$ cat config.mk
export PLATFORM = sky130hd
export DESIGN_NAME = multicycle_control
export DESIGN_NICKNAME = d
export VERILOG_FILES = /design/src/rtl/multicycle_control.sv
export SDC_FILE = /design/constraint.sdc
export NUM_CORES = 1
export LEC_CHECK = 0
export ABC_AREA = 1
export BUFFER_PORTS_ARGS = -buffer_cell sky130_fd_sc_hd__buf_2
export CELL_PAD_IN_SITES_DETAIL_PLACEMENT = 1
export CELL_PAD_IN_SITES_GLOBAL_PLACEMENT = 2
export CORE_ASPECT_RATIO = 0.9
export CORE_MARGIN = 10
export CORE_UTILIZATION = 24
export DETAILED_ROUTE_END_ITERATION = 6
export PLACE_DENSITY = 0.78
export RECOVER_POWER = 100
export SKIP_CTS_REPAIR_TIMING = 1
export SYNTH_ARGS = -nofsm -noshare
export SYNTH_HDL_FRONTEND = slang
export SYNTH_SLANG_ARGS = --single-unit
$ cat constraint.sdc
create_clock -name clk -period 3.65 [get_ports clk]
set_input_delay 0.5475 -clock clk [delete_from_list [all_inputs] [get_ports clk]]
set_output_delay 0.5475 -clock clk [all_outputs]
set_load 0.05 [all_outputs]
$ cat src/rtl/multicycle_control.sv
// Multi-cycle MIPS main control FSM: sequences fetch/decode/execute/memory/write-back,
// drives datapath enables and mux selects, and guards variable-latency memory with a timeout.
module multicycle_control #(
    parameter bit MEM_WAIT = 1'b1,
    parameter int TO_W     = 4,
    parameter int TO_MAX   = 15
) (
    input  logic       clk,
    input  logic       rst_n,
    input  logic [5:0] opcode,
    input  logic       mem_ready,
    output logic       pc_write,
    output logic       pc_write_cond,
    output logic       ior_d,
    output logic       mem_read,
    output logic       mem_write,
    output logic       ir_write,
    output logic       reg_write,
    output logic       alu_src_a,
    output logic [1:0] reg_dst,
    output logic [1:0] mem_to_reg,
    output logic [1:0] alu_src_b,
    output logic [1:0] alu_op,
    output logic [1:0] pc_source,
    output logic       illegal_op,
    output logic       bus_err,
    output logic [3:0] state_o
);

    typedef enum logic [3:0] {
        RST     = 4'd0,
        FETCH   = 4'd1,
        DECODE  = 4'd2,
        MEMADDR = 4'd3,
        MEMRD   = 4'd4,
        MEMWB   = 4'd5,
        MEMWR   = 4'd6,
        EXEC    = 4'd7,
        RWB     = 4'd8,
        BRANCH  = 4'd9,
        JUMP    = 4'd10,
        JAL     = 4'd11,
        IEXEC   = 4'd12,
        IWB     = 4'd13
    } state_t;

    localparam logic [5:0] OP_RTYPE = 6'b000000;
    localparam logic [5:0] OP_LW    = 6'b100011;
    localparam logic [5:0] OP_SW    = 6'b101011;
    localparam logic [5:0] OP_BEQ   = 6'b000100;
    localparam logic [5:0] OP_J     = 6'b000010;
    localparam logic [5:0] OP_JAL   = 6'b000011;
    localparam logic [5:0] OP_ADDI  = 6'b001000;
    localparam logic [5:0] OP_SUBI  = 6'b001010;

    localparam logic [TO_W-1:0] TO_LIMIT = TO_W'(TO_MAX);
    localparam logic [TO_W-1:0] CNT_FULL = '1;

    state_t          state;
    state_t          state_next;
    logic [TO_W-1:0] count;
    logic [TO_W-1:0] count_next;
    logic            wait_state;
    logic            mem_done;
    logic            timeout;

    always_ff @(posedge clk or negedge rst_n) begin
        if (!rst_n) begin
            state <= RST;
            count <= '0;
        end else begin
            state <= state_next;
            count <= count_next;
        end
    end

    // Memory completes on mem_ready, or every cycle when waits are disabled;
    // a ready in the limit cycle wins over the timeout.
    always_comb begin
        wait_state = (state == FETCH) || (state == MEMRD) || (state == MEMWR);
        mem_done   = !MEM_WAIT || mem_ready;
        timeout    = MEM_WAIT && wait_state && !mem_ready && (count == TO_LIMIT);
        count_next = '0;
        if (MEM_WAIT && wait_state && !mem_ready && !timeout)
            count_next = (count == CNT_FULL) ? count : count + 1'b1;
    end

    always_comb begin
        state_next    = state;
        pc_write      = 1'b0;
        pc_write_cond = 1'b0;
        ior_d         = 1'b0;
        mem_read      = 1'b0;
        mem_write     = 1'b0;
        ir_write      = 1'b0;
        reg_write     = 1'b0;
        alu_src_a     = 1'b0;
        reg_dst       = 2'b00;
        mem_to_reg    = 2'b00;
        alu_src_b     = 2'b00;
        alu_op        = 2'b00;
        pc_source     = 2'b00;
        illegal_op    = 1'b0;
        bus_err       = timeout;

        case (state)
            RST: state_next = FETCH;
            FETCH: begin
                mem_read  = 1'b1;
                alu_src_b = 2'b01;
                if (timeout) begin
                    state_next = FETCH;
                end else if (mem_done) begin
                    ir_write   = 1'b1;
                    pc_write   = 1'b1;
                    state_next = DECODE;
                end
            end
            DECODE: begin
                alu_src_b = 2'b11;
                case (opcode)
                    OP_RTYPE:        state_next = EXEC;
                    OP_LW, OP_SW:    state_next = MEMADDR;
                    OP_BEQ:          state_next = BRANCH;
                    OP_J:            state_next = JUMP;
                    OP_JAL:          state_next = JAL;
                    OP_ADDI, OP_SUBI: state_next = IEXEC;
                    default: begin
                        illegal_op = 1'b1;
                        state_next = FETCH;
                    end
                endcase
            end
            MEMADDR: begin
                alu_src_a  = 1'b1;
                alu_src_b  = 2'b10;
                state_next = (opcode == OP_LW) ? MEMRD : MEMWR;
            end
            MEMRD: begin
                mem_read = 1'b1;
                ior_d    = 1'b1;
                if (timeout)
                    state_next = FETCH;
                else if (mem_done)
                    state_next = MEMWB;
            end
            MEMWB: begin
                reg_write  = 1'b1;
                mem_to_reg = 2'b01;
                state_next = FETCH;
            end
            MEMWR: begin
                ior_d     = 1'b1;
                mem_write = !timeout;
                if (timeout || mem_done)
                    state_next = FETCH;
            end
            EXEC: begin
                alu_src_a  = 1'b1;
                alu_op     = 2'b10;
                state_next = RWB;
            end
            RWB: begin
                reg_write  = 1'b1;
                reg_dst    = 2'b01;
                state_next = FETCH;
            end
            IEXEC: begin
                alu_src_a  = 1'b1;
                alu_src_b  = 2'b10;
                alu_op     = (opcode == OP_SUBI) ? 2'b01 : 2'b00;
                state_next = IWB;
            end
            IWB: begin
                reg_write  = 1'b1;
                state_next = FETCH;
            end
            BRANCH: begin
                alu_src_a     = 1'b1;
                alu_op        = 2'b01;
                pc_write_cond = 1'b1;
                pc_source     = 2'b01;
                state_next    = FETCH;
            end
            JUMP: begin
                pc_write   = 1'b1;
                pc_source  = 2'b10;
                state_next = FETCH;
            end
            JAL: begin
                pc_write   = 1'b1;
                pc_source  = 2'b10;
                reg_write  = 1'b1;
                reg_dst    = 2'b10;
                mem_to_reg = 2'b10;
                state_next = FETCH;
            end
            default: state_next = RST;
        endcase
    end

    assign state_o = state;

endmodule

# Word level (Yosys, flattened, before mapping)
# Index checks and enable logic that the tools add are counted.
[totals] inputBits=9 register_bits=8 wordCells=77
[op_classes] n_reduce_logical=21 eq_ne=25 n_addsub=1 muxes=28
[op_table] op="one-hot mux 4 bit (8 select lines)" count=1
[op_table] op="equality test 4 bit, second input constant" count=7
[op_table] op="two-way mux 4 bit" count=7
[op_table] op="one-hot mux 4 bit (6 select lines)" count=1
[op_table] op="equality test 4 x 3 -> 1 bit, second input constant" count=4
[op_table] op="equality test 6 x 2 -> 1 bit, second input constant" count=2
[op_table] op="equality test 6 x 4 -> 1 bit, second input constant" count=2
[op_table] op="equality test 6 bit, second input constant" count=2
[op_table] op="two-way mux 1 bit" count=12
[op_table] op="one-hot mux 2 bit (2 select lines)" count=3
[op_table] op="one-hot mux 2 bit (3 select lines)" count=2
[op_table] op="OR reduction 2 bit" count=6
[op_table] op="equality test 4 x 2 -> 1 bit, second input constant" count=2
[op_table] op="OR reduction 4 bit" count=2
[op_table] op="OR reduction 8 bit" count=1
[op_table] op="OR reduction 7 bit" count=1
[op_table] op="equality test 6 x 3 -> 1 bit, second input constant" count=1
[op_table] op="logical NOT 6 bit" count=1
[op_table] op="!= test 3 bit, second input constant" count=2
[op_table] op="adder 4 x 1 -> 4 bit, second input constant" count=1
[op_table] op="equality test 4 x 1 -> 1 bit, second input constant" count=1
[op_table] op="logical NOT 4 bit" count=1
[op_table] op="logical AND 1 bit" count=3
[op_table] op="logical OR 1 bit" count=3
[op_table] op="other kinds (6)" count=7

# Depth between registers and ports, before layout
# Gate-level depths: netlist of run 1.
[depth] word_depth=8 depth_mapped=9 depth_no_buf=9

# Worst setup path after synthesis of run 1
# Ideal clock, no wire load.
[synth_timing] path_kind="register to output" from="register state[1], in the netlist state_o[1]" to="output illegal_op" stages_incl_launch_ff=5 t_arrival_ps=2355 n_path_buf=0 path_slack_ps=748 t_required_ps=3102 cell_sequence="dfrtp_1 inv_1 nor3_4 inv_1 nor3_1"
[synth_between] elab_chain_len=2
[synth_rtl] element="start, declared" line_no="59" source="state_t state;"
[synth_rtl] element="start signal, assigned" line_no="72" source="state <= state_next;"
[synth_rtl] element="equality test 4 x 2 -> 1 bit" line_no="106" source="case (state)"
[synth_rtl] element="two-way mux 1 bit" line_no="106"
[synth_rtl] element="end, declared" line_no="25" source="output logic illegal_op,"
# Every way passes these cells.

# Worst setup path after layout of run 1
[layout_timing] from="register state[2], in the netlist state_o[2]" to="output bus_err"
[layout_between] elab_chain_len=5
[layout_rtl] element="equality test 4 x 1 -> 1 bit or equality test 4 x 3 -> 1 bit (tied branches)" line_no="80" source="wait_state = (state == FETCH) || (state == MEMRD) || (state == MEMWR);"
[layout_rtl] element="logical OR 1 bit" line_no="80"
[layout_rtl] element="logical OR 1 bit (*)" line_no="80"
[layout_rtl] element="logical AND 1 bit (*) (2 in a row)" line_no="82" source="timeout = MEM_WAIT && wait_state && !mem_ready && (count == TO_LIMIT);"
[layout_rtl] element="end, declared" line_no="26" source="output logic bus_err,"
# Mark *: on every way between the ends. The rest lies on a longest branch, timed or not.

==> results of run 1 <==
==> critical path, cell delays in order, from the launching register on <==
cell and delay [ns]:
dfrtp_1 0.46, nor2_1 0.21, nand2_1 0.19, nand2_1 0.21, nand3_4 0.12, inv_2 0.10, clkbuf_1 0.47
==> per-stage QoR <==
step                cell area (µm²)  instances  utilization [%]  worst slack [ns]
finish                          950        204             30.7              1.10
global route                    950        204             30.7             0.932
CTS                             996        204             32.2              1.38
detailed placement              973        201             31.5              1.56
global placement                973        201             31.5              1.55
floorplan                       776        129                -             0.748
==> layout make-up <==
class                   count  area, µm²
flip-flops and latches      8        200
repair buffers             32        129
multi-input cells          93        448
clock buffers               3       22.5
inverters                  26       97.6
fillers                   427       2140
well taps                  42       52.6
==> flip-flops by register name (all words and copies together) (netlist names) <==
register,cells
count,4
state_o,4
==> metal layers <==
layer	share of wire, %	vias to the layer above
met5	0	-
met4	0	0
met3	6.9	0
met2	43	23
met1	50	418
li1	-	465
==> logic make-up after synthesis <==
group / after synthesis
flip-flops: 8
adder cells (fa/ha/maj): 1
AO/OA/AOI/OAI: 7
XOR/XNOR: 2
AND/OR/NAND/NOR: 83
buffers and inverters: 28
==> placed cells by master, fill, tap and decap left out <==
master / Yosys / routed
nand2_1: 35 / 37
clkbuf_1: 0 / 25
inv_1: 24 / 24
nor2_1: 24 / 24
nand3_1: 13 / 14
dfrtp_1: 8 / 8
buf_2: 0 / 7
o21ai_0: 3 / 3
nand4_1: 3 / 3
clkbuf_4: 0 / 3
o22ai_1: 2 / 2
inv_2: 2 / 2
nor2_2: 1 / 1
nand3_4: 1 / 1
nor3_4: 1 / 1
o211ai_1: 1 / 1
nor3_1: 1 / 1
xor2_1: 1 / 1
nor2_4: 1 / 1
o21ai_2: 1 / 1
xnor2_1: 1 / 1
ha_1: 1 / 1
==> where the power goes <==
| group | internal, W | switching (W) |
|---|---|---|
| clock | 0.0000375 | 0.0000282 |
| sequential | 0.000113 | 0.0000428 |
| combinational | 0.000112 | 0.000497 |
==> worst min path at each step <==
stage                     slack, ns  start         end  depth (start not counted)
final                          0.20  rst_n    count[3]                          1
after global routing           0.22  rst_n  state_o[3]                          1
after CTS                      0.13  rst_n    count[3]                          1
after detailed placement       0.40  rst_n    count[3]                          1
after global placement         0.39  rst_n    count[2]                          1
after floorplan                0.25  rst_n    count[0]                          0
==> impl_metrics.py, run 1 <==
metrics = {
    "yosys": {
        "syn-mean-instance-area_um2": 6.01,
        "synthMuxAreaShare_pct": 0,
        "synth-simple-area-share_pct": 50.2,
        "synth-edff-count": 0,
        "synthTopCellsByArea": "dfrtp_1 26%, nand2_1 17%, inv_1 12%",
        "synth_area_um2": 776,
        "synth.most_common_cell": "nand2_1",
        "synth_xor_area_share_pct": 2.26,
        "yosysSeqAreaShare_pct": 25.8,
        "synth_top_family_by_area": "simple AND/OR/NAND/NOR gates",
        "ys.flop_type": "dfrtp_1",
        "yosysTopAreaCellShare_pct": 25.8,
        "ys_types": 23,
        "synth_compound_area_share_pct": 5.65,
        "synth_top_area_cell": "dfrtp_1",
        "synthCells": 129,
        "yosysWarnings": 0,
        "synth_fp_nets": 139,
        "synth_async_sr_flop_share_pct": 100,
        "synthAdderAreaFrac_pct": 1.61,
        "ys_ff_latch": 8,
        "synthTopCellsByCount": "35 x nand2_1, 24 x inv_1, 24 x nor2_1",
    },
    "clocking": {
        "path_clk_slew_ns": 0.05,
        "clk_latency_ns": 0.25,
        "cts_buffer_depth": 2,
        "htreeDepth": 1,
        "cts_tree": "done",
        "numClockSinks": 8,
        "clockRootBuffer": "clkbuf_4",
        "cts_buffers": 3,
    },
    "global_routing": {
        "grtUsageTotal_pct": 9.01,
        "top_usage_layer": "met2",
        "use_met2_pct": 14.2,
        "grt_antenna_before_repair": 0,
        "grt_use_met3_pct": 3.01,
        "grt_pass1_vias": 927,
        "grt_max_degree": 9,
        "grt_util_met1_pct": 11.5,
        "overflow": 0,
        "grt_pass1_wl_um": 4400,
    },
    "floorplanning": {
        "fp.dieW_um": 79.9,
        "die_h_um": 73.9,
        "ios": 33,
        "die_area_um2": 5910,
        "coreArea_um2": 3090,
        "rows": 19,
        "initial_core_util_pct": 25.1,
    },
    "detailed_routing": {
        "ant_nets": 0,
        "drt_iter0_markers": 47,
        "drt_wl_total_um": 2650,
        "first_pass_iters": 4,
        "num_vias": 906,
        "drc": 0,
        "wl_per_cell_um": 13.0,
        "vias_per_cell": 4.44,
    },
    "critical_path": {
        "timing.rr.start": "state_o[2]",
        "endpoint_kind": "output port",
        "required_ns": 3.10,
        "r2r-end": "state_o[2]",
        "crit_fanout": 8,
        "cp.arrival_ns": 2.01,
        "r2r_slack_ns": 2.00,
        "startpoint_type": "flop",
        "critical_path_class": "reg2out",
        "cp-endpoint": "bus_err",
        "ff2ff_path_depth": 6,
        "startpoint": "state_o[2]",
    },
    "sta": {
        "drv_slew": 0,
        "tns_ns": 0,
        "hold_ws_ns": 0.202,
        "slew_headroom_pct": 58.2,
        "worstMarginPinSlew_ns": 0.629,
        "grt_setup_unrepaired": "no",
        "fin_crit_ns": 2.55,
        "setup_viol": 0,
        "hold_viol_final": 0,
        "clock_skew_ns": 0.00117,
        "maxClockFrequency_ghz": 0.392,
        "timing.final.crit_share_pct": 70.0,
    },
    "place": {
        "portBuffers": 32,
        "gp_congestion": 0.783,
        "dpl.hpwl_um": 2350,
    },
    "power": {
        "ir_worst_vdd_uv": 200,
        "p_per_area_nw_per_um2": 874,
        "p_leak_nw": 0.549,
        "fin_total_pwr_w": 0.000830,
    },
    "finish": {
        "antenna_cells": 0,
        "nNetsFinal": 174,
        "areaGrowthSynthToFinish_pct": 22.4,
        "layout-drive-gt1-share_pct": 10.5,
    },
    "run": {
        "cap_violations": 0,
    },
    "run_status": {
        "outcome": "complete, no violations",
    },
    "min_path": {
        "hold_class": "in2async",
    },
}
No activity file was read; power rests on OpenSTA's default activity.
==> inputs of run 2 (changes only) <==
CORE_UTILIZATION = 20   (was 24)
PLACE_DENSITY = 0.69   (was 0.78)
clock period = 2.15 ns   (was 3.65 ns; I/O delays follow)
==> run 2 against run 1 <==
Compared with the run above:
- power up 93%
- global-route usage decreased by 0.72 points
- design area up 12%
- via count is 2.3% higher
==> impl_metrics.py, run 2 (synthesized netlist as in run 1, its figures left out) <==
metrics = {
    "run_status": {
        "outcome": "complete, no violations",
    },
    "finish": {
        "final_common_cell": "nand2_1",
        "antenna_cells": 0,
        "final_cell_mix": "35 x nand2_1, 24 x inv_1, 20 x nor2_1",
        "layout-drive-gt1-share_pct": 28.0,
        "areaGrowthSynthToFinish_pct": 36.9,
        "post-route-util_pct": 28.5,
        "nNetsFinal": 175,
    },
    "place": {
        "dpl.hpwl_um": 2430,
        "gp_congestion": 0.758,
        "portBuffers": 32,
    },
    "critical_path": {
        "cp.arrival_ns": 1.71,
        "critical_path_class": "reg2out",
        "timing.rr.start": "state_o[1]",
        "startpoint_type": "flop",
        "required_ns": 1.83,
        "startpoint": "state_o[1]",
        "crit_fanout": 7,
        "endpoint_kind": "output port",
    },
    "global_routing": {
        "overflow": 0,
        "grt_pass1_vias": 987,
        "grtUsageTotal_pct": 8.28,
        "use_met2_pct": 12.6,
        "grt_max_degree": 9,
        "grt_antenna_before_repair": 0,
        "top_usage_layer": "met2",
        "grt_pass1_wl_um": 4670,
        "grt_util_met1_pct": 10.8,
        "grt_use_met3_pct": 2.76,
    },
    "detailed_routing": {
        "ant_nets": 0,
        "first_pass_iters": 4,
        "drt_wl_total_um": 2850,
        "wl_per_cell_um": 13.6,
        "num_vias": 927,
        "drc": 0,
        "vias_per_cell": 4.41,
        "drt_iter0_markers": 31,
    },
    "sta": {
        "maxClockFrequency_ghz": 0.492,
        "drv_slew": 0,
        "clock_skew_ns": 0.00398,
        "fin_crit_ns": 2.03,
        "hold_viol_final": 0,
        "grt_setup_unrepaired": "no",
        "setup_viol": 0,
        "slew_headroom_pct": 57.5,
        "timing.final.crit_share_pct": 94.5,
        "worstMarginPinSlew_ns": 0.640,
        "tns_ns": 0,
    },
    "floorplanning": {
        "rows": 21,
        "coreArea_um2": 3730,
        "ios": 33,
        "initial_core_util_pct": 20.8,
        "die_area_um2": 6770,
        "die_h_um": 79.1,
        "fp.dieW_um": 85.7,
    },
    "clocking": {
        "path_clk_slew_ns": 0.04,
        "clockRootBuffer": "clkbuf_8",
        "htreeDepth": 1,
        "clk_latency_ns": 0.23,
        "numClockSinks": 8,
        "cts_tree": "done",
        "cts_buffers": 3,
        "cts_buffer_depth": 2,
    },
    "min_path": {
        "holdCritStartpoint": "mem_ready",
        "hold_class": "in2reg",
    },
    "power": {
        "ir_worst_vdd_uv": 294,
        "p_per_area_nw_per_um2": 1510,
        "p_leak_nw": 0.621,
    },
    "run": {
        "cap_violations": 0,
    },
}
run 2: changes by cell type in the layout (fill, tap and decap cells not counted), sizes merged:
cell and change:
dlygate4sd3 +1, buf +1
run 2: worst paths after layout:
path / end / slack [ns] / depth (start not counted)
max: reg_write / 0.12 / 6
min: state_o[2] / 0.38 / 4
max reg2reg: state_o[0] / 0.58 / 7
min reg2reg: count[0] / 0.48 / 1
max in group asynchronous: state_o[3] / 1.26 / 2
min in group asynchronous: state_o[0] / 0.55 / 2
run 2: report_power, final:
group	total (W)	internal (W)	switching [W]	leakage [nW]
Combinational	0.00113	0.000235	0.000893	0.497
Sequential	0.000279	0.000198	0.0000816	0.101
Clock	0.000192	0.000129	0.0000635	0.0228
run 2: worst max-delay path, cell delays in order (launching register included):
cell	delay [ns]
dfrtp_2	0.45
inv_1	0.19
nand2_1	0.24
nor2_4	0.15
nor2_1	0.06
o211ai_1	0.08
buf_2	0.29
run 2: layer usage:
layer  wire length (µm)  part of all wire [%]
met2               1210                    42
met1               1420                    50
met4                 25                  0.88
met5                  0                     0
met3                203                   7.1
run 2: per-stage QoR:
step                      instance area (µm²)  instances  worst slack [ns]  hold slack (ns)  power, W
final                                    1060        210             0.119            0.380   0.00160
after global routing                     1060        210           0.00567            0.398   0.00172
after CTS                                1060        209             0.108          -0.0693   0.00162
after detailed placement                 1020        205             0.361            0.178   0.00142
after global placement                   1020        205             0.427            0.171   0.00142
after floorplan                           816        129            0.0408           0.0269   0.00114
run 2: final cells by class:
cell class,instances,area [µm²]
tap,46,57.6
clock buffer,4,45.0
fill,484,2670
sequential,8,205
multi-input combinational,93,493
timing repair buffer,33,164
inverter,26,97.6
==> inputs of run 3 (changes only) <==
CTS_CLUSTER_SIZE = 25   (was unset)
PLACE_DENSITY = unset   (was 0.69)
PLACE_DENSITY_LB_ADDON = 0.1   (was unset)
==> run 3 against run 2 <==
Compared with the run above:
- register-to-register slack better by 0.06 ns
- critical path depth stayed put
- power fell by 0.72%
- design area is the same
- critical path type unchanged
- maximum frequency grew 2.3%
- clock-buffer cell count unchanged
- routed wire length shrank 2.8%
==> impl_metrics.py, run 3 (synthesized netlist as in run 1, its figures left out) <==
metrics = {
    "sta": {
        "clock_skew_ns": 0.00210,
        "hold_viol_final": 0,
        "setup_viol": 0,
        "drv_slew": 0,
        "timing.final.crit_share_pct": 92.4,
        "worstMarginPinSlew_ns": 0.627,
        "grt_setup_unrepaired": "no",
        "slew_headroom_pct": 58.4,
        "tns_ns": 0,
        "maxClockFrequency_ghz": 0.504,
        "fin_crit_ns": 1.99,
        "hold_ws_ns": 0.378,
    },
    "run": {
        "cap_violations": 0,
    },
    "clocking": {
        "clk_latency_ns": 0.23,
        "htreeDepth": 1,
        "cts_buffers": 3,
        "numClockSinks": 8,
        "cts_tree": "done",
        "cts_buffer_depth": 2,
        "clockRootBuffer": "clkbuf_8",
        "path_clk_slew_ns": 0.04,
    },
    "floorplanning": {
        "die_h_um": 79.1,
        "coreArea_um2": 3730,
        "die_area_um2": 6770,
        "initial_core_util_pct": 20.8,
        "rows": 21,
        "fp.dieW_um": 85.7,
        "ios": 33,
    },
    "finish": {
        "final_cell_mix": "34 x nand2_1, 24 x inv_1, 20 x nor2_1",
        "antenna_cells": 0,
        "layout-drive-gt1-share_pct": 28.7,
        "nNetsFinal": 175,
        "areaGrowthSynthToFinish_pct": 36.9,
        "final_common_cell": "nand2_1",
    },
    "critical_path": {
        "cp_cell_sequence": "inv_1 > nand2_1 > nor3_4 > inv_1 > nor3_2 > buf_2",
        "crit_fanout": 6,
        "startpoint_type": "flop",
        "endpoint_kind": "output port",
        "cpLargestDelayFamily": "simple AND/OR/NAND/NOR gates",
        "cp_slowest_cell": "dfrtp_2",
        "cp.arrival_ns": 1.66,
        "required_ns": 1.83,
        "crit_top_cell": "inv_1",
        "worst-path-buf-inv": 3,
        "cpPeakStageDelay_ns": 0.43,
        "critical_path_class": "reg2out",
    },
    "min_path": {
        "hold_class": "in2reg",
    },
    "power": {
        "internal_power_w": 0.000561,
        "pwr-share-clk_pct": 11.6,
        "ir_worst_vdd_uv": 283,
        "p_leak_nw": 0.622,
        "p_comb_share_pct": 71.0,
        "p_seq_share_pct": 17.4,
        "p_sw_w": 0.00103,
        "swShare_pct": 64.7,
        "p_per_area_nw_per_um2": 1490,
    },
    "detailed_routing": {
        "drt_iter0_markers": 49,
        "ant_nets": 0,
        "first_pass_iters": 4,
        "wl_per_cell_um": 13.2,
        "num_vias": 888,
        "vias_per_cell": 4.23,
        "drt_wl_total_um": 2770,
        "drc": 0,
    },
    "global_routing": {
        "grt_antenna_before_repair": 0,
        "grt_max_degree": 9,
        "grt_pass1_wl_um": 4730,
        "grt_pass1_vias": 920,
        "grtUsageTotal_pct": 8.39,
        "overflow": 0,
    },
    "place": {
        "gp_congestion": 0.732,
        "portBuffers": 32,
        "dpl.hpwl_um": 2410,
    },
    "run_status": {
        "outcome": "complete, no violations",
    },
}
run 3: cell types whose count changed in the layout (fill, tap and decap cells not counted):
cell | previous run | this run
nand2_1 | 35 | 34
nand2_2 | 1 | 2
buf_2 | 8 | 9
clkbuf_4 | 1 | 0
run 3: area by class of cell:
| type | count | area [µm²] |
|---|---|---|
| Clock buffer | 4 | 45.0 |
| Fill cell | 507 | 2670 |
| Inverter | 26 | 97.6 |
| Multi-Input combinational cell | 93 | 495 |
| Sequential cell | 8 | 205 |
| Tap cell | 46 | 57.6 |
| Timing Repair Buffer | 33 | 161 |
run 3: through the flow:
stage          instance area [µm²]  util, %  total power [W]  worst slack [ns]  std cells
5_1_grt                       1060     28.5          0.00172            0.0122        210
4_1_cts                       1060     28.5          0.00163            0.0899        209
3_5_place_dp                  1020     27.3          0.00143             0.343        205
2_1_floorplan                  816        -          0.00114            0.0408        129
6_report                      1060     28.5          0.00159             0.164        210
3_3_place_gp                  1020     27.3          0.00143             0.359        205
run 3: path summary, 6_finish.rpt:
path,startpoint,end,slack (ns),cells past startpoint
max in group asynchronous,rst_n,state_o[3],1.28,2
max,state_o[3],illegal_op,0.16,6
min,mem_ready,state_o[0],0.38,4
max reg2reg,state_o[1],state_o[0],0.64,7
min in group asynchronous,rst_n,count[0],0.55,2
min reg2reg,count[0],count[0],0.47,1
run 3: per-layer routing:
layer	track usage (%)	up-vias	routed length (µm)
li1	-	464	-
met1	11.6	398	1450
met2	11.9	24	1140
met3	3.06	2	164
met4	1.97	0	17
met5	0	-	0
run 3: power groups by stage:
stage | Combinational, W | Sequential [W] | Clock [W]
floorplan | 0.000790 | 0.000353 | 0
global route | 0.00122 | 0.000286 | 0.000210
global placement | 0.00116 | 0.000275 | 0
CTS | 0.00116 | 0.000276 | 0.000194
finish | 0.00113 | 0.000276 | 0.000185
detailed placement | 0.00115 | 0.000277 | 0
run 3: worst register-to-register path: stages (launching register included):
cell and delay, ns:
dfrtp_2 0.45, inv_1 0.21, nand2_2 0.18, nor2_1 0.26, nand4_1 0.13, nand3_1 0.10
nand2_1 0.05, nand2_1 0.06
